===== src/rtl/pipeline_hazard_controller.sv =====
// rtl/pipeline_hazard_controller.sv - pipeline stall/flush/redirect controller with halt drain
module pipeline_hazard_controller (
  input  logic        clk,
  input  logic        reset_n,
  input  logic [1:0]  rs_ID,
  input  logic [1:0]  rt_ID,
  input  logic        use_rs_ID,
  input  logic        use_rt_ID,
  input  logic        halt_ID,
  input  logic        d_readM_EX,
  input  logic [1:0]  write_reg_addr_EX,
  input  logic        mispredict_EX,
  input  logic        d_access_MEM,
  input  logic        d_ready,
  input  logic        i_ready,
  input  logic        is_halted_WB,
  output logic        pc_write,
  output logic        redirect,
  output logic        stall_IF_ID,
  output logic        stall_ID_EX,
  output logic        stall_EX_MEM,
  output logic        stall_MEM_WB,
  output logic        flush_IF_ID,
  output logic        flush_ID_EX,
  output logic        flush_EX_MEM,
  output logic        flush_MEM_WB,
  output logic        halted,
  output logic [15:0] stall_count
);

  typedef enum logic [1:0] {ST_RUN, ST_DRAIN, ST_HALTED} state_t;

  state_t      r_state;
  logic [15:0] r_stall_count;

  logic w_dwait;
  logic w_lu;
  logic w_iwait;
  logic w_halt_go;

  assign w_dwait   = d_access_MEM & ~d_ready;
  assign w_lu      = d_readM_EX & ((use_rs_ID & (rs_ID == write_reg_addr_EX)) |
                                   (use_rt_ID & (rt_ID == write_reg_addr_EX)));
  assign w_iwait   = ~i_ready;
  // HLT may only move into EX when nothing ahead of it is holding or squashing ID
  assign w_halt_go = halt_ID & ~w_dwait & ~mispredict_EX & ~w_lu;

  assign stall_count = r_stall_count;

  // Same-cycle control decode: reset forces bubbles, otherwise one condition wins by priority
  always_comb begin
    pc_write     = 1'b0;
    redirect     = 1'b0;
    stall_IF_ID  = 1'b0;
    stall_ID_EX  = 1'b0;
    stall_EX_MEM = 1'b0;
    stall_MEM_WB = 1'b0;
    flush_IF_ID  = 1'b0;
    flush_ID_EX  = 1'b0;
    flush_EX_MEM = 1'b0;
    flush_MEM_WB = 1'b0;
    halted       = 1'b0;
    if (!reset_n) begin
      flush_IF_ID  = 1'b1;
      flush_ID_EX  = 1'b1;
      flush_EX_MEM = 1'b1;
      flush_MEM_WB = 1'b1;
    end else if (r_state == ST_HALTED) begin
      stall_IF_ID  = 1'b1;
      stall_ID_EX  = 1'b1;
      stall_EX_MEM = 1'b1;
      stall_MEM_WB = 1'b1;
      halted       = 1'b1;
    end else begin
      if (w_dwait) begin
        // memory stage owns the cycle; a pending mispredict stays in EX until it clears
        stall_IF_ID  = 1'b1;
        stall_ID_EX  = 1'b1;
        stall_EX_MEM = 1'b1;
        flush_MEM_WB = 1'b1;
      end else if (mispredict_EX) begin
        flush_IF_ID = 1'b1;
        flush_ID_EX = 1'b1;
        pc_write    = 1'b1;
        redirect    = 1'b1;
      end else if (w_lu) begin
        stall_IF_ID = 1'b1;
        flush_ID_EX = 1'b1;
      end else if (w_iwait) begin
        flush_IF_ID = 1'b1;
      end else begin
        pc_write = 1'b1;
      end
      // while draining, fetch is frozen and only bubbles enter ID
      if ((r_state == ST_DRAIN) && !w_dwait) begin
        pc_write    = 1'b0;
        stall_IF_ID = 1'b0;
        flush_IF_ID = 1'b1;
      end
    end
  end

  // State register and saturating stall counter (frozen once halted)
  always_ff @(posedge clk) begin
    if (!reset_n) begin
      r_state       <= ST_RUN;
      r_stall_count <= 16'h0000;
    end else begin
      case (r_state)
        ST_RUN:   if (w_halt_go) r_state <= ST_DRAIN;
        ST_DRAIN: if (is_halted_WB) r_state <= ST_HALTED;
        default:  r_state <= ST_HALTED;
      endcase
      if ((r_state != ST_HALTED) && !pc_write && (r_stall_count != 16'hFFFF))
        r_stall_count <= r_stall_count + 16'h0001;
    end
  end

endmodule


===== config.mk =====
export PLATFORM = sky130hd
export DESIGN_NAME = pipeline_hazard_controller
export DESIGN_NICKNAME = d
export VERILOG_FILES = /design/src/rtl/pipeline_hazard_controller.sv
export SDC_FILE = /design/constraint.sdc
export NUM_CORES = 1
export LEC_CHECK = 0
export CAP_MARGIN = 20
export CORE_MARGIN = 2
export CORE_UTILIZATION = 40
export CTS_CLUSTER_DIAMETER = 150
export DETAILED_ROUTE_END_ITERATION = 16
export HOLD_SLACK_MARGIN = 0.05
export PLACE_DENSITY = 0.82
export REMOVE_ABC_BUFFERS = 1
export SLEW_MARGIN = 20
export SYNTH_ARGS = -nofsm -noshare
export SYNTH_HDL_FRONTEND = slang
export SYNTH_SLANG_ARGS = --single-unit

===== constraint.sdc =====
create_clock -name clk -period 3.3 [get_ports clk]
set_input_delay 0.66 -clock clk [delete_from_list [all_inputs] [get_ports clk]]
set_output_delay 0.66 -clock clk [all_outputs]
set_load 0.02 [all_outputs]

==> impl_metrics.tcl <==
set metrics [dict create \
    fin_crit_ps 3140 \
    ant_nets 0 \
    rsz0062_at_grt "false" \
    cts_hold_buf 0 \
    hold_path.class "reg2reg" \
    fin_tns_setup_ps 0 \
    ys_types 40 \
    cts_resized 0 \
    ys_dominant_reg_cell "dfxtp_1" \
    core_region_area_um2 2520 \
    clock-sinks 18 \
    die_area_um2 3150 \
    via_per_inst 5.55 \
    grt_pass1_vias 1039 \
    grt_use_total_pct 16.8 \
    io-pin-count 44 \
    synthArstFlopShare_pct 0 \
    gp_congestion 0.775 \
    ff2ff_path_depth 7 \
    critPathCaptureType "output port" \
    hold_viol_final 0 \
    total_leakage_power_nw 0.547 \
    worstReg2RegEnd "stall_count[8]$_SDFFE_PN0P_" \
    syn_area_um2 1090 \
    antenna_found_initial 0 \
    timing.final.crit_share_pct 95.1 \
    postCtsSetupBuffers 0 \
    grt_overflow 0 \
    worstMarginPinSlew_ps 340 \
    die_w_um 56.1 \
    skew_ps 8.62 \
    critPathKind "in2out" \
    reg2reg_slack_ps 1360 \
    slew_headroom_pct 77.2 \
    yosysTopAreaCell "dfxtp_1" \
    syn2layout_area_growth_pct 46.8 \
    wirelength_um 2710 \
    crit_arrival_ps 2480 \
    max_cap_violations 0 \
    cts.htree.levels 1 \
    syn_avg_cell_area_um2 8.11 \
    crit_start "write_reg_addr_EX[0]" \
    power_mw 0.499 \
    die_h_um 56.1 \
    clock.fmax_mhz 319 \
    ctsRootBufferMaster "clkbuf_4" \
    num_rows 18 \
    ys_seq_elements 18 \
    grt_start_max_net_pins 29 \
    syn_inst 134 \
    num_antenna_cells 0 \
    clock_latency_ps 300 \
    synth_edf_count 0 \
    critPathRequiredTime_ps 2640 \
    rr_startpoint "stall_count[0]$_SDFFE_PN0P_" \
    wire_per_inst_um 12.9 \
    path_clk_slew_ps 100 \
    seq_area_frac_synth_pct 33.1 \
    pwr_density_cell_nw_per_um2 313 \
    cp-endpoint "stall_IF_ID" \
    start_util_pct 43.1 \
    post-route-util_pct 63.3 \
    drc 0 \
    setup_viol 0 \
    vias 1166 \
    first_iter_violations 32 \
    final_common_cell "clkdlybuf4s50_1" \
    worst-path-max-fanout 2 \
    nNetsFinal 199 \
    cts_made_buffers 3 \
    dp_hpwl_um 2130 \
    io_buffers 43 \
    drive_gt1_share_pct 10.0 \
    finalMaxSlewViolations 0 \
    grt_pass1_wl_um 4280 \
    cp-start-kind "input port" \
    firstDrtPassIters 4 \
    filler_cell_count 233 \
    cts_tree "built" \
    synth.top_cell.area_share_pct 33.1 \
    peakVddDrop_uv 193 \
    cts_buffer_depth 2 \
    yosys_warnings 0 \
    status "completed" \
    layout_common_cells "clkdlybuf4s50_1 (41), dfxtp_1 (18), a21oi_1 (16)" \
    yosys-top-cells-area "dfxtp_1 (33%), a21oi_1 (7.4%), or3_1 (5.8%), o21ai_1 (4.6%), nand2_1 (3.5%)" \
]
[critical path: stages]
cell and delay (ps):
clkdlybuf4s50_1 510, xnor2_1 140, nand2_1 120, o22ai_1 230, a41o_1 210, clkdlybuf4s50_1 600
[layer usage]
layer,routed length (um),global-route usage [%]
met1,1130,18.7
met2,1400,31.1
met3,146,3.26
met4,38,6.12
met5,0,0
[registers in the layout, summed over array words and instances (netlist names)]
name,count
stall_count,16
r_state,2
[layout make-up]
class | count | area (um2) | area share [%]
repair buffers | 48 | 473 | 29.6
well taps | 30 | 37.5 | 2.35
flip-flops and latches | 18 | 360 | 22.6
clock buffers | 4 | 36.3 | 2.27
inverters | 6 | 22.5 | 1.41
multi-input cells | 104 | 667 | 41.8
[power breakdown]
part | switching (mW) | total (mW) | internal [mW]
logic | 0.0673 | 0.130 | 0.0627
registers | 0.00880 | 0.233 | 0.224
clock network | 0.0690 | 0.136 | 0.0673
[logic make-up (layout without fill, tap and decap cells)]
logic type | Yosys count | in the layout | synth area share, %
AOI/OAI and AO/OA | 39 | 39 | 24.5
and+or+nand+nor | 58 | 58 | 30.0
muxes | 1 | 1 | 0.921
DFF | 18 | 18 | 33.1
buffers and inverters | 12 | 58 | 6.21
adders and majority gates | 1 | 1 | 1.15
xor gates and xnor gates | 5 | 5 | 4.03
[worst min-delay path by stage]
stage	cells past startpoint	from	endpoint	slack (ps)
after floorplan	1	r_state[1]$_SDFFE_PN0P_	r_state[0]$_SDFFE_PN0P_	430
after global placement	1	r_state[1]$_SDFFE_PN0P_	r_state[0]$_SDFFE_PN0P_	450
after detailed placement	1	r_state[1]$_SDFFE_PN0P_	r_state[0]$_SDFFE_PN0P_	480
after CTS	1	r_state[1]$_SDFFE_PN0P_	r_state[0]$_SDFFE_PN0P_	490
after global routing	1	r_state[1]$_SDFFE_PN0P_	r_state[0]$_SDFFE_PN0P_	530
final	1	r_state[1]$_SDFFE_PN0P_	r_state[0]$_SDFFE_PN0P_	500
[synth_stat cells (3+ instances only)]
master    count
nand4_1       3
nor3_1        3
or3_1        10
dfxtp_1      18
nand2b_1      4
xor2_1        3
nor2b_1       3
a21oi_1      16
inv_1         5
nand2_1      10
nor2_1        8
nand3_1       7
o21ai_1      10
[stage by stage]
step	area [um2]	std cells	hold slack [ps]	setup slack (ps)
6_report	1600	210	498	162
2_1_floorplan	1040	128	432	538
4_1_cts	1580	210	495	4.07
5_1_grt	1600	210	532	74.4
3_3_place_gp	1550	206	450	112
3_5_place_dp	1550	206	478	11.7
Power figures use the tool's default switching activity.
